--- src/rtl/rx_capture_ctrl.sv ---
// rx_capture_ctrl: capture controller between the DDC I/Q output and a sample-RAM write port.
// Each accepted START clears the FIFO for CLR_CYCLES cycles. It then writes up to
// min(PULSE_LEN, MAX_LEN) samples to BASE_ADDR onward and finishes with a status header
// at HDR_ADDR.
//
// Ports:
//   clk_i, rst_i        clock, asynchronous active-high reset
//   start_i             capture arm pulse (ignored while busy or in the done cycle)
//   pulse_len_i         requested sample count, latched on the accepted start
//   idata_i, qdata_i    I/Q sample, iq_valid_i one-cycle strobe per sample
//   wr_addr_o/wr_data_o/wr_en_o, wr_ready_i   write port with valid/ready handshake
//   fifo_aclr_o         FIFO clear (high in reset and during the clear phase)
//   busy_o, done_o      capture in progress / one-cycle completion pulse
//   overrun_o           sticky per capture: a sample arrived while a write was stalled
//   sample_cnt_o        samples accepted in the current capture
//
// Optional build macro RX_TIMESTAMP_EN: adds a free-running 32-bit timestamp. The timestamp
// is captured at the first accepted sample, or on entering the header for a zero-length
// capture. It is written to HDR_ADDR-1 after the status header.
module rx_capture_ctrl #(
    parameter int unsigned DATA_W     = 16,
    parameter int unsigned ADDR_W     = 16,
    parameter int unsigned LEN_W      = 16,
    parameter int unsigned BASE_ADDR  = 500,
    parameter int unsigned HDR_ADDR   = 499,
    parameter int unsigned MAX_LEN    = 4096,
    parameter int unsigned CLR_CYCLES = 4
) (
    input  logic                clk_i,
    input  logic                rst_i,
    input  logic                start_i,
    input  logic [LEN_W-1:0]    pulse_len_i,
    input  logic [DATA_W-1:0]   idata_i,
    input  logic [DATA_W-1:0]   qdata_i,
    input  logic                iq_valid_i,
    output logic [ADDR_W-1:0]   wr_addr_o,
    output logic [2*DATA_W-1:0] wr_data_o,
    output logic                wr_en_o,
    input  logic                wr_ready_i,
    output logic                fifo_aclr_o,
    output logic                busy_o,
    output logic                done_o,
    output logic                overrun_o,
    output logic [LEN_W-1:0]    sample_cnt_o
);

    localparam int unsigned WD_W  = 2 * DATA_W;
    localparam int unsigned CLR_W = $clog2(CLR_CYCLES + 1);

    typedef enum logic [2:0] {StIdle, StClear, StCapture, StHeader, StTs, StDone} state_e;

    state_e             state_q, state_d;
    logic [LEN_W-1:0]   len_q, len_d;
    logic [LEN_W-1:0]   cnt_q, cnt_d;
    logic               ovr_q, ovr_d;
    logic [CLR_W-1:0]   clr_cnt_q, clr_cnt_d;
    logic               wr_en_q, wr_en_d;
    logic [ADDR_W-1:0]  wr_addr_q, wr_addr_d;
    logic [WD_W-1:0]    wr_data_q, wr_data_d;
    logic               aclr_q;
    logic               accept;
    logic               clr_last;
    logic [WD_W-1:0]    hdr_data;
    logic [WD_W-1:0]    ts_data;

    assign accept   = wr_en_q & wr_ready_i;
    assign clr_last = (clr_cnt_q == CLR_W'(CLR_CYCLES - 1));

`ifdef RX_TIMESTAMP_EN
    logic [31:0] ts_cnt_q;
    logic [31:0] ts_q;
    logic        ts_load;

    assign ts_load = (state_q == StCapture && accept && cnt_q == '0) ||
                     (state_q == StClear && clr_last && len_q == '0);
    assign ts_data = WD_W'(ts_q);

    always_ff @(posedge clk_i or posedge rst_i) begin
        if (rst_i) begin
            ts_cnt_q <= '0;
            ts_q     <= '0;
        end else begin
            ts_cnt_q <= ts_cnt_q + 32'd1;
            if (ts_load) ts_q <= ts_cnt_q;
        end
    end
`else
    assign ts_data = '0;
`endif

    // Header word: overrun flag in the MSB, sample count in the low bits.
    always_comb begin
        hdr_data             = '0;
        hdr_data[LEN_W-1:0]  = cnt_q;
        hdr_data[WD_W-1]     = ovr_q;
    end

    always_comb begin
        state_d   = state_q;
        len_d     = len_q;
        cnt_d     = cnt_q;
        ovr_d     = ovr_q;
        clr_cnt_d = clr_cnt_q;
        wr_en_d   = wr_en_q;
        wr_addr_d = wr_addr_q;
        wr_data_d = wr_data_q;

        unique case (state_q)
            StIdle: begin
                if (start_i) begin
                    len_d     = (pulse_len_i > LEN_W'(MAX_LEN)) ? LEN_W'(MAX_LEN) : pulse_len_i;
                    cnt_d     = '0;
                    ovr_d     = 1'b0;
                    clr_cnt_d = '0;
                    state_d   = StClear;
                end
            end
            StClear: begin
                clr_cnt_d = clr_cnt_q + CLR_W'(1);
                if (clr_last) state_d = (len_q == '0) ? StHeader : StCapture;
            end
            StCapture: begin
                if (accept) begin
                    cnt_d = cnt_q + LEN_W'(1);
                    if (cnt_d == len_q) begin
                        // Last sample written; any sample on this edge is surplus.
                        wr_en_d = 1'b0;
                        state_d = StHeader;
                    end else if (iq_valid_i) begin
                        wr_en_d   = 1'b1;
                        wr_addr_d = ADDR_W'(BASE_ADDR) + ADDR_W'(cnt_d);
                        wr_data_d = {idata_i, qdata_i};
                    end else begin
                        wr_en_d = 1'b0;
                    end
                end else if (iq_valid_i) begin
                    if (wr_en_q) begin
                        ovr_d = 1'b1;
                    end else begin
                        wr_en_d   = 1'b1;
                        wr_addr_d = ADDR_W'(BASE_ADDR) + ADDR_W'(cnt_q);
                        wr_data_d = {idata_i, qdata_i};
                    end
                end
            end
            StHeader: begin
                if (wr_ready_i) begin
`ifdef RX_TIMESTAMP_EN
                    state_d = StTs;
`else
                    state_d = StDone;
`endif
                end
            end
            StTs: begin
                if (wr_ready_i) state_d = StDone;
            end
            StDone: begin
                state_d = StIdle;
            end
            default: begin
                state_d = StIdle;
            end
        endcase
    end

    always_ff @(posedge clk_i or posedge rst_i) begin
        if (rst_i) begin
            state_q   <= StIdle;
            len_q     <= '0;
            cnt_q     <= '0;
            ovr_q     <= 1'b0;
            clr_cnt_q <= '0;
            wr_en_q   <= 1'b0;
            wr_addr_q <= '0;
            wr_data_q <= '0;
            aclr_q    <= 1'b1;
        end else begin
            state_q   <= state_d;
            len_q     <= len_d;
            cnt_q     <= cnt_d;
            ovr_q     <= ovr_d;
            clr_cnt_q <= clr_cnt_d;
            wr_en_q   <= wr_en_d;
            wr_addr_q <= wr_addr_d;
            wr_data_q <= wr_data_d;
            aclr_q    <= (state_d == StClear);
        end
    end

    // Sample writes come from registers; header writes are muxed from stable state.
    always_comb begin
        wr_en_o   = wr_en_q;
        wr_addr_o = wr_addr_q;
        wr_data_o = wr_data_q;
        if (state_q == StHeader) begin
            wr_en_o   = 1'b1;
            wr_addr_o = ADDR_W'(HDR_ADDR);
            wr_data_o = hdr_data;
        end else if (state_q == StTs) begin
            wr_en_o   = 1'b1;
            wr_addr_o = ADDR_W'(HDR_ADDR - 1);
            wr_data_o = ts_data;
        end
    end

    assign fifo_aclr_o  = aclr_q;
    assign busy_o       = (state_q == StClear) || (state_q == StCapture) ||
                          (state_q == StHeader) || (state_q == StTs);
    assign done_o       = (state_q == StDone);
    assign overrun_o    = ovr_q;
    assign sample_cnt_o = cnt_q;

endmodule

--- config.mk ---
export PLATFORM = sky130hd
export DESIGN_NAME = rx_capture_ctrl
export DESIGN_NICKNAME = d
export VERILOG_FILES = /design/src/rtl/rx_capture_ctrl.sv
export SDC_FILE = /design/constraint.sdc
export NUM_CORES = 1
export LEC_CHECK = 0
export ABC_AREA = 1
export CORE_ASPECT_RATIO = 1.75
export CORE_UTILIZATION = 25
export CTS_BUF_LIST = sky130_fd_sc_hd__clkbuf_16
export DETAILED_ROUTE_END_ITERATION = 8
export MAX_ROUTING_LAYER = met4
export SLEW_MARGIN = 20
export SYNTH_ARGS = -nofsm -noshare
export SYNTH_HDL_FRONTEND = slang
export SYNTH_SLANG_ARGS = --single-unit
--- constraint.sdc ---
create_clock -name clk_i -period 6.39 [get_ports clk_i]
set_clock_uncertainty 0.1 [all_clocks]
set_input_delay 1.917 -clock clk_i [delete_from_list [all_inputs] [get_ports clk_i]]
set_output_delay 1.917 -clock clk_i [all_outputs]
set_load 0.02 [all_outputs]
Word level (Yosys, flattened, before mapping)
Index checks and enable logic that the tools add are counted.

storage, ports and cells
  register bits after elaboration = 89
  bits of input ports = 53
  output and inout bits = 69
  logic and storage cells = 84

cells by class
  $add $sub $neg = 4
  $lt $le $gt $ge = 1
  equal/unequal tests = 15
  mux-type cells = 38
  bitwise gates (word level) = 1
  reductions and logical operators = 16

operators with widths
  kind                                                  count
  2-to-1 mux 32 bit                                     7
  2-to-1 mux 16 bit                                     10
  adder 9 x 16 -> 16 bit, first input constant          2
  one-hot mux 16 bit (2 select lines)                   1
  2-to-1 mux 3 bit                                      6
  adder 16 x 1 -> 16 bit, second input constant         1
  == test 16 bit                                        1
  > comparator 16 x 13 -> 1 bit, second input constant  1
  logical NOT 16 bit                                    1
  != test 2 bit, second input constant                  6
  one-hot mux 3 bit (4 select lines)                    1
  2-to-1 mux 1 bit                                      11
  AND reduction 5 bit                                   2
  == test 3 x 2 -> 1 bit, second input constant         3
  nonzero test 2 bit                                    4
  == test 3 x 1 -> 1 bit, second input constant         2
  == test 3 bit, second input constant                  2
  one-hot mux 3 bit (2 select lines)                    1
  AND reduction 2 bit                                   3
  adder 3 x 1 -> 3 bit, second input constant           1
  logical NOT 3 bit                                     1
  logical OR 1 bit                                      3
  AND reduction 3 bit                                   1
  != test 2 x 1 -> 1 bit, second input constant         1
  other kinds (3)                                       3

Depth between registers and ports, before layout
Gate-level depths: netlist (run 1).

  depth in word-level cells = 6
  depth in mapped cells = 17
  mapped depth without buffers = 15

Least setup slack after synthesis (run 1)
Ideal clock, no wire load.

  path type = register to output
  start point = register state_q[1]
  end point = output port wr_data_o[10]
  arrival = 1579 ps
  required time = 4373 ps
  path slack = 2794 ps
  cell stages (with the launch flop) = 11
  path buffers = 2
  cell sequence = dfrtp_1 -> nor2_1 -> inv_1 -> nor2_1 -> inv_1 -> nand2_1 -> inv_1 -> clkbuf_1 -> clkbuf_1 -> nand2_1 -> o21ai_0

on the way
  cells in the longest elaborated chain, start to end = 3
  elaborated cells between the ends (all ways) = 4
  those cells by class = eq/ne (2); mux (2)

RTL lines
  item                    RTL line  text
  from (decl)             52        state_e state_q, state_d;
  from (signal assigned)  169       state_q <= StIdle;
  from (signal assigned)  179       state_q <= state_d;
  == test 3 bit           200       end else if (state_q == StTs) begin
  2-to-1 mux 32 bit       200
  2-to-1 mux 32 bit (*)   196       if (state_q == StHeader) begin
  to (decl)               37        output logic [2*DATA_W-1:0] wr_data_o,

Every way passes the cells marked *; elsewhere a longest branch is shown, timed or not.

Worst setup path after layout (run 1)
  start point = register state_q[1]
  end point = output port wr_data_o[14]

Same word-level chain as after synthesis.

==> results.py, run 1 <==
metrics = {
    "outcome": {
        "status": "finished, violations left",
        "failed_checks": "design-rule violations",
    },
    "place": {
        "numPortBuffers": 121,
        "pre_cts_ws_ps": 1560,
        "hpwl_um": 13700,
        "gp_congestion": 0.919,
    },
    "critical_path": {
        "cp_slowest_stage_delay_ps": 680,
        "critPathRequiredTime_ps": 4370,
        "slowest_stage": "clkdlybuf4s50_1",
        "reg2reg_depth": 15,
        "crit_chain": "inv_1, nor2_1, nand2_1, nand2_1, buf_4, inv_1, nand2_1, o21ai_0, clkdlybuf4s50_1",
        "cp-end-kind": "primary output",
        "rrSetupSlack_ps": 3150,
        "r2r_start": "sample_cnt_o[0]",
        "worstSetupStartpointType": "flop",
        "crit_top_cell": "nand2_1",
        "crit_type": "reg -> out",
        "cp.arrival_ps": 3130,
        "r2r-end": "wr_data_q[6]",
        "path_max_fanout": 31,
    },
    "global_routing": {
        "gr-total-overflow": 0,
        "grt_pass1_vias": 5154,
        "antenna_found_initial": 0,
        "track_usage_pct": 17.6,
        "grt_max_degree": 48,
        "grt_pass1_wl_um": 27800,
    },
    "finish": {
        "n_fill_cell": 2196,
        "insertedDiodeCount": 0,
        "area_growth_pct": 32.7,
        "drive_gt1_share_pct": 4.92,
        "multi_input_area_mm2": 0.00249,
        "finalNetCount": 926,
        "seqCellArea_mm2": 0.00223,
    },
    "power_and_ir_drop": {
        "ir_drop_uv": 144,
        "p_leak_nw": 3.26,
        "powerDensity_mw_per_mm2": 399,
    },
    "synth": {
        "synth_area_mm2": 0.00521,
        "yosysUniqueCellTypes": 34,
        "postSynth.asyncResetShare_pct": 100,
        "syn_avg_cell_area_um2": 6.87,
        "ys_ff_latch": 89,
        "synth-edff-count": 0,
        "seq_area_frac_synth_pct": 42.8,
        "ys_warn_count": 0,
        "syn_nets": 815,
        "synth_top_flop_cell": "dfrtp_1",
        "syn_inst": 758,
    },
    "clock_tree": {
        "clkLatencyLatePin_ps": 350,
        "cts_resized": 0,
        "htree_levels": 3,
        "ctsHoldBuffers": 0,
        "clockBufferDepth": 2,
        "post_cts_buffers": 0,
        "cts_inserted_buffers": 9,
        "cts.sinks": 89,
        "root_buffer": "clkbuf_16",
        "cts_tree": "yes",
        "path_clk_slew_ps": 70,
    },
    "timing": {
        "max_freq_mhz": 194,
        "hold_viol_final": 0,
        "relSlewSlack_pct": 41.4,
        "post-route-period-util_pct": 80.5,
        "worst_pin_slew_ps": 878,
        "finalSetupTns_ps": 0,
        "layout_min_cycle_time_ps": 5150,
        "setup_viol": 0,
        "drv_slew": 0,
        "setup_ws_ps": 1240,
        "rsz0062_at_grt": "false",
    },
    "routing": {
        "vias": 5199,
        "wirelength_um": 17800,
        "ant_nets": 0,
        "route.detailed.drc": 10,
        "via_per_inst": 4.63,
        "drt-initial-drc-count": 324,
        "routedWlPerCell_um": 15.8,
        "firstDrtPassIters": 9,
    },
    "floorplanning": {
        "core-area_mm2": 0.0204,
        "dieHeight_um": 193,
        "die_area_mm2": 0.0214,
        "initial_core_util_pct": 25.6,
        "die_w_um": 111,
        "rows": 69,
        "boundaryPins": 122,
    },
    "worst_hold_path": {
        "hp-class": "reg -> reg",
        "hold_end": "wr_addr_q[8]",
        "holdCritStartpoint": "wr_addr_q[8]",
        "whs_path_depth": 2,
    },
    "job": {
        "drv_cap": 0,
    },
}
cells in the mapped netlist, drive strengths merged (2+ instances only):
cell type	number	area, um^2
or2	7	43.8
nor4	4	25.0
ha	4	50.1
nor2	73	309
o22ai	6	37.5
dfrtp	88	2200
nand4	17	106
nor3	3	15.0
xor2	5	43.8
nand3	73	375
inv	89	334
clkbuf	15	56.3
xnor2	3	26.3
a21oi	4	20.0
buf	12	101
nand2	287	1080
and2	2	12.5
o21ai	59	295
stage by stage:
step	cells	hold WS, ps	util, %	cell area, um^2	total power [mW]
floorplan	758	341	-	5210	1.65
global placement	1106	355	32.5	6620	2.23
detailed placement	1106	363	32.5	6620	2.24
CTS	1122	381	33.9	6910	2.79
global route	1122	397	33.9	6910	2.97
finish	1122	377	33.9	6910	2.75
layout make-up:
cell class	instances	share of cell area (%)
Clock inverter	7	0.978
Tap cell	248	4.49
Timing Repair Buffer	127	18.2
Clock buffer	9	3.26
Multi-Input combinational cell	553	36.0
Inverter	89	4.85
Sequential cell	89	32.2
cells by family (layout without fill, tap and decap cells):
logic type	count (synthesis)	after routing	synth area share, %
compound gates	74	74	7.50
xor+xnor	8	8	1.35
fa+ha+maj	4	4	0.961
buf+inv	116	232	9.44
flops	89	89	42.8
simple gates	467	467	38.0
flip-flops by register name (all words and copies together) (netlist names):
signal / flops
len_q: 16
clr_cnt_q: 3
fifo_aclr_o: 1
overrun_o: 1
wr_data_q: 32
sample_cnt_o: 16
state_q: 3
wr_addr_q: 16
wr_en_q: 1
critical path, delay by kind of cell (launching register included):
family                 cells  cell delay (ps)
buffers and inverters      4             1520
AND/OR/NAND/NOR            4              740
flip-flops                 1              420
AO/OA/AOI/OAI              1              110
how the worst max path moves through the flow:
| stage | slack (ps) | end | cells after the start | startpoint |
|---|---|---|---|---|
| 2_1_floorplan | 2070 | clr_cnt_q[0] | 1 | rst_i |
| 3_3_place_gp | 1580 | wr_data_q[5] | 13 | wr_ready_i |
| 3_5_place_dp | 1560 | wr_data_q[6] | 13 | wr_ready_i |
| 4_1_cts | 1220 | wr_data_o[14] | 9 | state_q[1] |
| 5_1_grt | 910 | wr_data_o[14] | 9 | state_q[1] |
| 6_report | 1240 | wr_data_o[14] | 9 | state_q[1] |
per-layer routing:
| layer | GRT usage (%) | up-vias | part of all wire [%] |
|---|---|---|---|
| met5 | - | - | 0 |
| li1 | - | 2613 | - |
| met2 | 30.9 | 142 | 52 |
| met3 | 1.92 | 47 | 3.0 |
| met4 | 14.6 | 0 | 8.1 |
| met1 | 17.6 | 2397 | 37 |
placed cells by master, fill, tap and decap left out, types with 5 or more instances in the layout:
cell,netlist,final
nand2_1,285,285
clkdlybuf4s50_1,0,121
dfrtp_1,88,88
inv_1,87,86
nand3_1,71,71
nor2_1,67,67
o21ai_0,56,56
nand4_1,17,17
clkbuf_16,0,9
or2_2,7,7
o22ai_1,6,6
buf_4,2,6
xor2_1,5,5
report_power, final:
group	switching (mW)	leakage, nW	internal (mW)
logic	0.797	1.95	0.569
registers	0.109	1.16	0.744
clock network	0.258	0.142	0.276
Note: power is estimated with default switching activity, not from simulation.
==> inputs of run 2 (changes only) <==
- clock period: 6.39 -> 4.9 ns (I/O delays scaled with it)
==> run 2 against run 1 <==
The flow still finishes with violations (design-rule violations). First-iteration DRC count shrank 14%. Critical path depth is the same. Sequential share of layout area shrank 0.28 points. Sequential cell count is the same. Combinational power grew 31%. Design area grew 0.89%. Register-to-register slack lost 1300 ps. Via count grew 0.42%. Core utilization grew 0.30 points. Power grew 32%. Cell count grew 0.45%. Routed wire length shrank 1.6%. Critical path type unchanged. Highest routed layer unchanged.
==> results.py, run 2 (synthesis gave the netlist of run 1 again) <==
metrics = {
    "finish": {
        "regMostFlops": "wr_data_q",
        "n_fill_cell": 2218,
        "final_cells": 1127,
        "final_common_cell": "nand2_1",
        "area_growth_pct": 33.9,
        "largest_reg_flops": 32,
        "drive_gt1_share_pct": 5.35,
        "final_area_mm2": 0.00697,
        "final_cell_mix": "nand2_1, clkdlybuf4s50_1, dfrtp_1",
        "final_core_util_pct": 34.2,
        "finalNetCount": 930,
    },
    "place": {
        "gp_congestion": 0.911,
        "hpwl_um": 13700,
        "place_area_mm2": 0.00666,
        "numPortBuffers": 121,
        "placed_cells": 1110,
    },
    "routing": {
        "wirelength_um": 17500,
        "drt-initial-drc-count": 280,
        "routedWlPerCell_um": 15.5,
        "vias": 5221,
        "ant_nets": 0,
        "firstDrtPassIters": 7,
        "route.detailed.drc": 20,
        "via_per_inst": 4.63,
    },
    "job": {
        "drv_cap": 0,
    },
    "timing": {
        "post-route-period-util_pct": 84.4,
        "finalSetupTns_ps": 0,
        "drv_slew": 0,
        "relSlewSlack_pct": 56.2,
        "rsz0062_at_grt": "false",
        "worst_pin_slew_ps": 656,
        "max_freq_mhz": 242,
        "layout_min_cycle_time_ps": 4130,
        "setup_viol": 0,
        "hold_viol_final": 0,
    },
    "critical_path": {
        "slowest_stage": "clkdlybuf4s50_1",
        "r2r-end": "wr_addr_q[1]",
        "path_max_fanout": 20,
        "worstSetupStartpoint": "state_q[1]",
        "crit_end": "wr_data_o[0]",
        "crit_top_cell": "inv_1",
        "r2r_start": "sample_cnt_o[0]",
        "cp_slowest_stage_delay_ps": 670,
        "reg2reg_depth": 15,
        "cp.arrival_ps": 2560,
        "cp-end-kind": "primary output",
        "crit_type": "reg -> out",
        "worstSetupStartpointType": "flop",
        "rrSetupSlack_ps": 1900,
        "crit_chain": "nor2_1, inv_1, nor2_1, inv_1, nand2_1, inv_1, nand2_1, o21ai_0, clkdlybuf4s50_1",
        "critPathRequiredTime_ps": 3330,
    },
    "global_routing": {
        "grt_pass1_vias": 5122,
        "gr-total-overflow": 0,
        "antenna_found_initial": 0,
        "grt_max_degree": 74,
        "grt_pass1_wl_um": 27000,
        "track_usage_pct": 17.1,
    },
    "floorplanning": {
        "dieHeight_um": 193,
        "rows": 69,
        "die_area_mm2": 0.0214,
        "boundaryPins": 122,
        "initial_core_util_pct": 25.6,
        "die_w_um": 111,
        "core-area_mm2": 0.0204,
    },
    "power_and_ir_drop": {
        "p_leak_nw": 3.29,
        "powerDensity_mw_per_mm2": 522,
        "power_mw": 3.64,
        "ir_drop_uv": 180,
    },
    "outcome": {
        "status": "finished, violations left",
        "failed_checks": "design-rule violations",
    },
    "clock_tree": {
        "root_buffer": "clkbuf_16",
        "clkLatencyLatePin_ps": 350,
        "cts_tree": "yes",
        "ctsHoldBuffers": 0,
        "cts_resized": 0,
        "post_cts_buffers": 0,
        "htree_levels": 3,
        "cts.sinks": 89,
        "path_clk_slew_ps": 70,
        "cts_inserted_buffers": 9,
        "clockBufferDepth": 2,
    },
    "worst_hold_path": {
        "hp-class": "reg -> reg",
    },
}
-- run 2: changes by cell type in the layout (fill, tap and decap cells not counted), sizes merged --
| cell | change |
|---|---|
| buf | +4 |
| bufinv | +1 |
| diode | +1 |
| inv | -1 |
-- run 2: final cells by class --
| cell class | instances | area (um^2) | area share, % |
|---|---|---|---|
| Antenna cell | 1 | 2.50 | 0.0359 |
| Clock buffer | 9 | 225 | 3.23 |
| Clock inverter | 7 | 83.8 | 1.20 |
| Inverter | 89 | 335 | 4.81 |
| Multi-Input combinational cell | 553 | 2490 | 35.7 |
| Sequential cell | 89 | 2230 | 32.0 |
| Tap cell | 248 | 310 | 4.45 |
| Timing Repair Buffer | 131 | 1300 | 18.6 |
-- run 2: stage by stage --
stage / setup slack, ps / hold slack, ps
floorplan: 1020 / 341
global placement: 881 / 365
detailed placement: 780 / 369
CTS: 750 / 387
global route: 504 / 408
finish: 767 / 381
-- run 2: critical path, delay by kind of cell, from the launching register on --
family | cells | cell delay, ps
and+or+nand+nor | 4 | 280
buffers and inverters | 4 | 1330
DFF | 1 | 410
AOI/OAI and AO/OA | 1 | 170
-- run 2: report_power, final --
| part | switching (mW) | internal, mW |
|---|---|---|
| combinational | 1.04 | 0.754 |
| clock | 0.323 | 0.406 |
| sequential | 0.146 | 0.971 |
| total | 1.51 | 2.13 |
-- run 2: worst min-delay path by stage --
stage	startpoint	slack, ps	endpoint	depth (start not counted)
final	wr_data_q[29]	380	wr_data_q[29]	2
after global routing	wr_data_q[30]	410	wr_data_q[30]	2
after floorplan	wr_addr_q[8]	340	wr_addr_q[8]	2
after CTS	wr_data_q[29]	390	wr_data_q[29]	2
after detailed placement	wr_data_q[29]	370	wr_data_q[29]	2
after global placement	wr_data_q[17]	360	wr_data_q[17]	2
-- run 2: layer usage --
layer  GRT usage, %  wire [um]
met1           16.5       6370
met4           14.6       1370
met3           1.76        535
met2           30.7       9190
met5              -          0
